[src/rtl/stream_settings_bank_if.sv]
// Host-side set/get strobe bus feeding the settings bank.
interface stream_settings_bank_if #(
    parameter int C_DATAWIDTH = 32,
    parameter int C_ADDRWIDTH = 32
);
    logic [C_DATAWIDTH-1:0] set_data;
    logic                   set_stb;
    logic [C_ADDRWIDTH-1:0] set_addr;
    logic                   get_stb;
    logic [C_ADDRWIDTH-1:0] get_addr;
    logic [C_DATAWIDTH-1:0] get_data;
    logic                   get_ack;

    modport master (
        output set_data, set_stb, set_addr, get_stb, get_addr,
        input  get_data, get_ack
    );

    modport slave (
        input  set_data, set_stb, set_addr, get_stb, get_addr,
        output get_data, get_ack
    );
endinterface

[src/rtl/stream_settings_bank.sv]
// Per-channel AXI user/cache settings bank with soft reset, lock and sticky status.
// Optional SETTINGS_SHADOW_EN: channel writes land in shadows, a commit copies them out.
module stream_settings_bank #(
    parameter int C_DATAWIDTH    = 32,
    parameter int C_ADDRWIDTH    = 32,
    parameter int C_PAGEWIDTH    = 12,
    parameter int C_NUM_CHANNELS = 4,
    parameter int C_RESET_CYCLES = 16
) (
    input  logic                        clk,
    input  logic                        rst,
    stream_settings_bank_if.slave       bus,
    input  logic [C_NUM_CHANNELS-1:0]   status_in,
    output logic                        soft_reset,
    output logic [5*C_NUM_CHANNELS-1:0] aruser,
    output logic [4*C_NUM_CHANNELS-1:0] arcache,
    output logic [5*C_NUM_CHANNELS-1:0] awuser,
    output logic [4*C_NUM_CHANNELS-1:0] awcache
);
    localparam int IW = C_PAGEWIDTH - 2;
    localparam int CW = (C_NUM_CHANNELS > 1) ? $clog2(C_NUM_CHANNELS) : 1;
    localparam logic [7:0] RC   = 8'(C_RESET_CYCLES);
    localparam logic [7:0] NCH8 = 8'(C_NUM_CHANNELS);
    localparam logic [IW-1:0] CH_BASE = IW'(8);
    localparam logic [IW-1:0] CH_END  = IW'(8 + 4 * C_NUM_CHANNELS);

    // ---------------- address decode ----------------
    logic [IW-1:0] w_set_idx, w_get_idx, w_set_off, w_get_off;
    logic          w_set_isch, w_get_isch;
    logic [CW-1:0] w_set_ch, w_get_ch;
    logic [1:0]    w_set_fld, w_get_fld;

    assign w_set_idx  = bus.set_addr[C_PAGEWIDTH-1:2];
    assign w_get_idx  = bus.get_addr[C_PAGEWIDTH-1:2];
    assign w_set_isch = (w_set_idx >= CH_BASE) && (w_set_idx < CH_END);
    assign w_get_isch = (w_get_idx >= CH_BASE) && (w_get_idx < CH_END);
    assign w_set_off  = w_set_idx - CH_BASE;
    assign w_get_off  = w_get_idx - CH_BASE;
    assign w_set_ch   = w_set_off[CW+1:2];
    assign w_get_ch   = w_get_off[CW+1:2];
    assign w_set_fld  = w_set_off[1:0];
    assign w_get_fld  = w_get_off[1:0];

    // ---------------- control registers ----------------
    logic                      r_lock;
    logic [C_NUM_CHANNELS-1:0] r_status;
    logic [7:0]                r_cnt;
    logic                      w_srst, w_chwr, w_commit;
    logic [C_NUM_CHANNELS-1:0] w_clr;

    // Soft reset restores channel state on the same edge the trigger is taken,
    // so defaults are already visible in the first cycle of the pulse.
    assign w_srst   = bus.set_stb && (w_set_idx == IW'(0));
    assign w_chwr   = bus.set_stb && w_set_isch && !r_lock;
`ifdef SETTINGS_SHADOW_EN
    assign w_commit = bus.set_stb && (w_set_idx == IW'(4)) && !r_lock;
`else
    assign w_commit = 1'b0;
`endif
    assign w_clr    = (bus.set_stb && (w_set_idx == IW'(3))) ?
                      bus.set_data[C_NUM_CHANNELS-1:0] : '0;
    assign soft_reset = (r_cnt != 8'd0);

    always_ff @(posedge clk) begin
        if (rst) begin
            r_lock   <= 1'b0;
            r_status <= '0;
            r_cnt    <= 8'd0;
        end else begin
            // New events win over a same-cycle clear.
            r_status <= (r_status & ~w_clr) | status_in;
            if (w_srst)
                r_cnt <= RC;
            else if (r_cnt != 8'd0)
                r_cnt <= r_cnt - 8'd1;
            if (w_srst)
                r_lock <= 1'b0;
            else if (bus.set_stb && (w_set_idx == IW'(2)))
                r_lock <= bus.set_data[0];
        end
    end

    // ---------------- per-channel registers ----------------
    logic [4:0] w_rv_aru [C_NUM_CHANNELS];
    logic [3:0] w_rv_arc [C_NUM_CHANNELS];
    logic [4:0] w_rv_awu [C_NUM_CHANNELS];
    logic [3:0] w_rv_awc [C_NUM_CHANNELS];

    for (genvar c = 0; c < C_NUM_CHANNELS; c++) begin : g_ch
        logic       w_hit;
        logic [4:0] r_aru, r_awu;
        logic [3:0] r_arc, r_awc;

        assign w_hit = w_chwr && (w_set_ch == CW'(c));

        // r_* is the write target: the output itself, or the shadow when enabled.
        always_ff @(posedge clk) begin
            if (rst || w_srst) begin
                r_aru <= 5'h1f;
                r_arc <= 4'hf;
                r_awu <= 5'h1f;
                r_awc <= 4'hf;
            end else if (w_hit) begin
                case (w_set_fld)
                    2'd0: r_aru <= bus.set_data[4:0];
                    2'd1: r_arc <= bus.set_data[3:0];
                    2'd2: r_awu <= bus.set_data[4:0];
                    default: r_awc <= bus.set_data[3:0];
                endcase
            end
        end

        assign w_rv_aru[c] = r_aru;
        assign w_rv_arc[c] = r_arc;
        assign w_rv_awu[c] = r_awu;
        assign w_rv_awc[c] = r_awc;

`ifdef SETTINGS_SHADOW_EN
        logic [4:0] r_o_aru, r_o_awu;
        logic [3:0] r_o_arc, r_o_awc;

        always_ff @(posedge clk) begin
            if (rst || w_srst) begin
                r_o_aru <= 5'h1f;
                r_o_arc <= 4'hf;
                r_o_awu <= 5'h1f;
                r_o_awc <= 4'hf;
            end else if (w_commit) begin
                r_o_aru <= r_aru;
                r_o_arc <= r_arc;
                r_o_awu <= r_awu;
                r_o_awc <= r_awc;
            end
        end

        assign aruser [5*c +: 5] = r_o_aru;
        assign arcache[4*c +: 4] = r_o_arc;
        assign awuser [5*c +: 5] = r_o_awu;
        assign awcache[4*c +: 4] = r_o_awc;
`else
        assign aruser [5*c +: 5] = r_aru;
        assign arcache[4*c +: 4] = r_arc;
        assign awuser [5*c +: 5] = r_awu;
        assign awcache[4*c +: 4] = r_awc;
`endif
    end

    // ---------------- read path ----------------
    logic [31:0]            w_rd32;
    logic [C_DATAWIDTH-1:0] r_get_data;
    logic                   r_get_ack;

    always_comb begin
        w_rd32 = 32'h01234567;
        if (w_get_isch) begin
            case (w_get_fld)
                2'd0: w_rd32 = {27'd0, w_rv_aru[w_get_ch]};
                2'd1: w_rd32 = {28'd0, w_rv_arc[w_get_ch]};
                2'd2: w_rd32 = {27'd0, w_rv_awu[w_get_ch]};
                default: w_rd32 = {28'd0, w_rv_awc[w_get_ch]};
            endcase
        end else begin
            case (w_get_idx)
                IW'(0): w_rd32 = 32'hace0ba54;
                IW'(1): w_rd32 = {16'h0002, 8'h00, NCH8};
                IW'(2): w_rd32 = {31'd0, r_lock};
                IW'(3): w_rd32 = 32'(r_status);
`ifdef SETTINGS_SHADOW_EN
                IW'(4): w_rd32 = 32'd0;
`endif
                default: w_rd32 = 32'h01234567;
            endcase
        end
    end

    // Sampled before this edge's writes land, so a same-cycle write is not seen.
    always_ff @(posedge clk) begin
        if (rst) begin
            r_get_data <= '0;
            r_get_ack  <= 1'b0;
        end else begin
            r_get_ack <= bus.get_stb;
            if (bus.get_stb)
                r_get_data <= C_DATAWIDTH'(w_rd32);
        end
    end

    assign bus.get_data = r_get_data;
    assign bus.get_ack  = r_get_ack;

    logic w_unused;
    assign w_unused = ^{bus.set_data, bus.set_addr, bus.get_addr, w_commit};
endmodule
[src/flat_wrapper.sv]
// flat-port wrapper written by rule: the top's interface ports become plain ports
module stream_settings_bank_flat 
#(
    parameter int C_DATAWIDTH    = 32,
    parameter int C_ADDRWIDTH    = 32,
    parameter int C_PAGEWIDTH    = 12,
    parameter int C_NUM_CHANNELS = 4,
    parameter int C_RESET_CYCLES = 16
)
  (clk, rst, status_in, soft_reset, aruser, arcache, awuser, awcache, bus_set_data, bus_set_stb, bus_set_addr, bus_get_stb, bus_get_addr, bus_get_data, bus_get_ack);
  stream_settings_bank_if #(.C_DATAWIDTH(C_DATAWIDTH), .C_ADDRWIDTH(C_ADDRWIDTH)) bus_i ();
  input  logic clk;
  input  logic rst;
  input  logic [C_NUM_CHANNELS-1:0] status_in;
  output logic soft_reset;
  output logic [5*C_NUM_CHANNELS-1:0] aruser;
  output logic [4*C_NUM_CHANNELS-1:0] arcache;
  output logic [5*C_NUM_CHANNELS-1:0] awuser;
  output logic [4*C_NUM_CHANNELS-1:0] awcache;
  input wire logic [$bits(bus_i.set_data)-1:0] bus_set_data;
  input wire logic [$bits(bus_i.set_stb)-1:0] bus_set_stb;
  input wire logic [$bits(bus_i.set_addr)-1:0] bus_set_addr;
  input wire logic [$bits(bus_i.get_stb)-1:0] bus_get_stb;
  input wire logic [$bits(bus_i.get_addr)-1:0] bus_get_addr;
  output wire logic [$bits(bus_i.get_data)-1:0] bus_get_data;
  output wire logic [$bits(bus_i.get_ack)-1:0] bus_get_ack;
  assign bus_i.set_data = bus_set_data;
  assign bus_i.set_stb = bus_set_stb;
  assign bus_i.set_addr = bus_set_addr;
  assign bus_i.get_stb = bus_get_stb;
  assign bus_i.get_addr = bus_get_addr;
  assign bus_get_data = bus_i.get_data;
  assign bus_get_ack = bus_i.get_ack;
  stream_settings_bank #(.C_DATAWIDTH(C_DATAWIDTH), .C_ADDRWIDTH(C_ADDRWIDTH), .C_PAGEWIDTH(C_PAGEWIDTH), .C_NUM_CHANNELS(C_NUM_CHANNELS), .C_RESET_CYCLES(C_RESET_CYCLES)) u_core (.clk(clk), .rst(rst), .bus(bus_i), .status_in(status_in), .soft_reset(soft_reset), .aruser(aruser), .arcache(arcache), .awuser(awuser), .awcache(awcache));
endmodule
[config.mk]
export PLATFORM = sky130hd
export DESIGN_NAME = stream_settings_bank_flat
export DESIGN_NICKNAME = d
export VERILOG_FILES = /design/src/rtl/stream_settings_bank_if.sv /design/src/rtl/stream_settings_bank.sv /design/src/flat_wrapper.sv
export SDC_FILE = /design/constraint.sdc
export NUM_CORES = 1
export LEC_CHECK = 0
export CORE_MARGIN = 8
export CORE_UTILIZATION = 39
export CTS_BUF_LIST = sky130_fd_sc_hd__clkbuf_4
export CTS_CLUSTER_DIAMETER = 30
export CTS_CLUSTER_SIZE = 8
export DETAILED_ROUTE_END_ITERATION = 6
export GPL_TIMING_DRIVEN = 0
export PLACE_DENSITY = 0.79
export SLEW_MARGIN = 0
export SYNTH_ARGS = -nofsm -noshare
export SYNTH_HDL_FRONTEND = slang
export SYNTH_SLANG_ARGS = --single-unit
[constraint.sdc]
create_clock -name clk -period 2 [get_ports clk]
set_input_delay 0.6 -clock clk [delete_from_list [all_inputs] [get_ports clk]]
set_output_delay 0.6 -clock clk [all_outputs]
set_load 0.1 [all_outputs]
==> impl_metrics.tcl <==
set metrics [dict create \
    synth_edf_count 0 \
    drt-total-wl_um 17500 \
    hold_viol 0 \
    crit_path_top_delay_cell "dfxtp_4" \
    rsz0062_at_grt "yes" \
    nets 704 \
    dp.cells 712 \
    grt_pass1_wl_um 26500 \
    leakagePower_uw 0.00240 \
    wl_per_cell_um 23.5 \
    layout_common_cells "dfxtp_1, buf_2, a221o_1" \
    slew_headroom 0.609 \
    muxShareOfSynthArea 0.102 \
    seqCellArea_um2 1920 \
    io_pins 210 \
    worstMarginPinSlew_ns 0.587 \
    timing.final.crit_share 1.09 \
    grt_max_degree 16 \
    fp.dieW_um 125 \
    yosys.area.top_type "dfxtp_1" \
    synthCells 437 \
    p_per_area_nw_per_um2 735 \
    syn_area_um2 4600 \
    layout_commonest_cell "dfxtp_1" \
    drc 0 \
    vias 4529 \
    peakVddDrop_uv 389 \
    outcome "finished, violations left" \
    cts-buffers-inserted 9 \
    cts_sinks 95 \
    crit_chain "nor4_4 > nand3b_1 > buf_12" \
    coreArea_um2 11500 \
    netlist.area_leader.share 0.413 \
    port_buffers 126 \
    grt_pass1_vias 4606 \
    cts_max_level 3 \
    worstSetupStartpointType "flip-flop" \
    grt_usage 0.213 \
    max_freq_mhz 459 \
    antenna_found_initial 0 \
    cp.arrival_ns 1.58 \
    crit_fanout 3 \
    grt_overflow_total 0 \
    cts_max_path_buffers 2 \
    avgSynthCellArea_um2 10.5 \
    diodes 0 \
    period_minus_slack_ns 2.18 \
    die_h_um 125 \
    synth_adder_area_share 0.00544 \
    critPathCaptureType "output port" \
    dp_slack_ns -1.02 \
    clk_pin_slew_ns 0.14 \
    ys.flop_type "dfxtp_1" \
    drtAntennaViolNets 0 \
    hold-worst-slack_ns 0.504 \
    yosys_warnings 0 \
    synthSimpleGateAreaFrac 0.174 \
    dieArea_um2 15500 \
    vias_per_cell 6.07 \
    async_reset_ff_frac 0 \
    synth-xor-area-share 0.00951 \
    fillers 1051 \
    hp-class "flip-flop to flip-flop" \
    globalplace.congestion 0.902 \
    start_util 0.401 \
    fp-row-count 39 \
    crit_buf_inv 1 \
    ys_types 58 \
    multi_input_area_um2 2470 \
    ys_ff_latch 95 \
    crit_required_ns 1.40 \
    cts_tree "done" \
    slew_viol_final 0 \
    area_growth_pct 34.1 \
    synth_compound_area_frac 0.211 \
    dr.pass1.iters 5 \
    violations "negative setup slack" \
    fin_cells 746 \
    drt_iter0_markers 381 \
    final_layout_size_suffix_gt1_frac 0.395 \
    clk_latency_ns 0.47 \
    crit_type "flip-flop to output port" \
    finalWorstSetupSlack_ns -0.179 \
    yosysSeqAreaShare 0.413 \
    skew_ns 0.0103 \
    root_buffer "clkbuf_4" \
    setup_violations 1 \
    max_stage_delay_ns 0.38 \
    synth_area_leaders "dfxtp_1, a221o_1, mux4_2" \
    hpwl_um 13100 \
    critPathTopFamily "simple AND/OR/NAND/NOR gates" \
    cap_violations 0 \
    synth_top_family_by_area "compound AO/OA/AOI/OAI gates" \
]
==> Yosys cell counts, types with 5 or more instances <==
| cell | instances |
|---|---|
| o21ai_0 | 6 |
| buf_2 | 14 |
| nor3_1 | 14 |
| inv_1 | 6 |
| mux4_2 | 14 |
| mux2_2 | 5 |
| and2_1 | 22 |
| and4b_1 | 5 |
| buf_4 | 26 |
| nor2b_1 | 7 |
| and3_1 | 7 |
| clkbuf_1 | 11 |
| a21oi_1 | 7 |
| nand3_2 | 8 |
| nand2_1 | 10 |
| mux2i_1 | 10 |
| nand3_1 | 10 |
| a221o_1 | 72 |
| nor2_1 | 30 |
| dfxtp_1 | 95 |
==> through the flow <==
stage / TNS (ns) / utilization / instance area (µm²) / total power (µW)
global placement: -76.34 / 0.531 / 6090 / 3150
detailed placement: -81.58 / 0.531 / 6090 / 3200
global route: -0.285 / 0.538 / 6170 / 4710
finish: -0.179 / 0.538 / 6170 / 4540
CTS: -0.178 / 0.527 / 6040 / 4410
floorplan: -0.337 / - / 4650 / 2910
==> cell families (layout without fill, tap and decap cells) <==
group | after synthesis | after routing
simple gates | 132 | 132
compound gates | 108 | 108
flops | 95 | 95
buf+inv | 65 | 225
mux | 29 | 29
xor+xnor | 5 | 5
fa+ha+maj | 2 | 2
other cells | 1 | 7
==> per-layer routing <==
layer | vias up | track usage | part of all wire
li1 | 2000 | - | -
met1 | 2151 | 0.261 | 0.39
met2 | 320 | 0.338 | 0.47
met3 | 58 | 0.0536 | 0.10
met4 | 0 | 0.116 | 0.046
met5 | - | 0 | 0
==> area by class of cell <==
type,instances,area share
Buffer,57,0.0618
Clock buffer,10,0.0122
Clock inverter,6,0.0136
Inverter,7,0.00426
Multi-Input combinational cell,283,0.400
Sequential cell,95,0.311
Tap cell,143,0.0290
Timing Repair Buffer,145,0.168
==> worst min-delay path: cells and delay by family (launching register included) <==
kind | cells | cell delay [ns]
DFF | 1 | 0.34
and+or+nand+nor | 2 | 0.14
==> state kept, by name, indices dropped and copies added (netlist names) <==
| signal | count |
|---|---|
| u_core.g_ch.r_arc | 16 |
| u_core.g_ch.r_awu | 20 |
| u_core.r_lock | 1 |
| u_core.r_cnt | 8 |
| u_core.r_status | 4 |
| u_core.g_ch.r_aru | 20 |
| u_core.bus.get_ack | 1 |
| u_core.g_ch.r_awc | 16 |
| u_core.bus.get_data | 9 |
==> repair_timing <==
item / 4_1_cts / 5_1_grt
buffers inserted: 6 / 12
gates resized for setup: 544 / 27
setup endpoints to repair: 178 / 68
hold buffers: 0 / 0
pin swaps: 10 / 8
gates cloned: 1 / 0
==> report_power, final <==
| part | switching, µW | internal, µW |
|---|---|---|
| Sequential | 78.2 | 1980 |
| Combinational | 784 | 496 |
| Clock | 679 | 518 |
==> path summary, 6_finish.rpt <==
check / from / slack (ns) / cells after the start / to
min: u_core.bus.get_data[17] / 0.50 / 2 / u_core.bus.get_data[17]
max: u_core.r_cnt[3] / -0.18 / 3 / soft_reset
max reg2reg: u_core.r_lock / 0.26 / 7 / u_core.g_ch[3].r_awu[1]
min reg2reg: u_core.bus.get_data[17] / 0.50 / 2 / u_core.bus.get_data[17]
No activity file was read; power rests on OpenSTA's default activity.
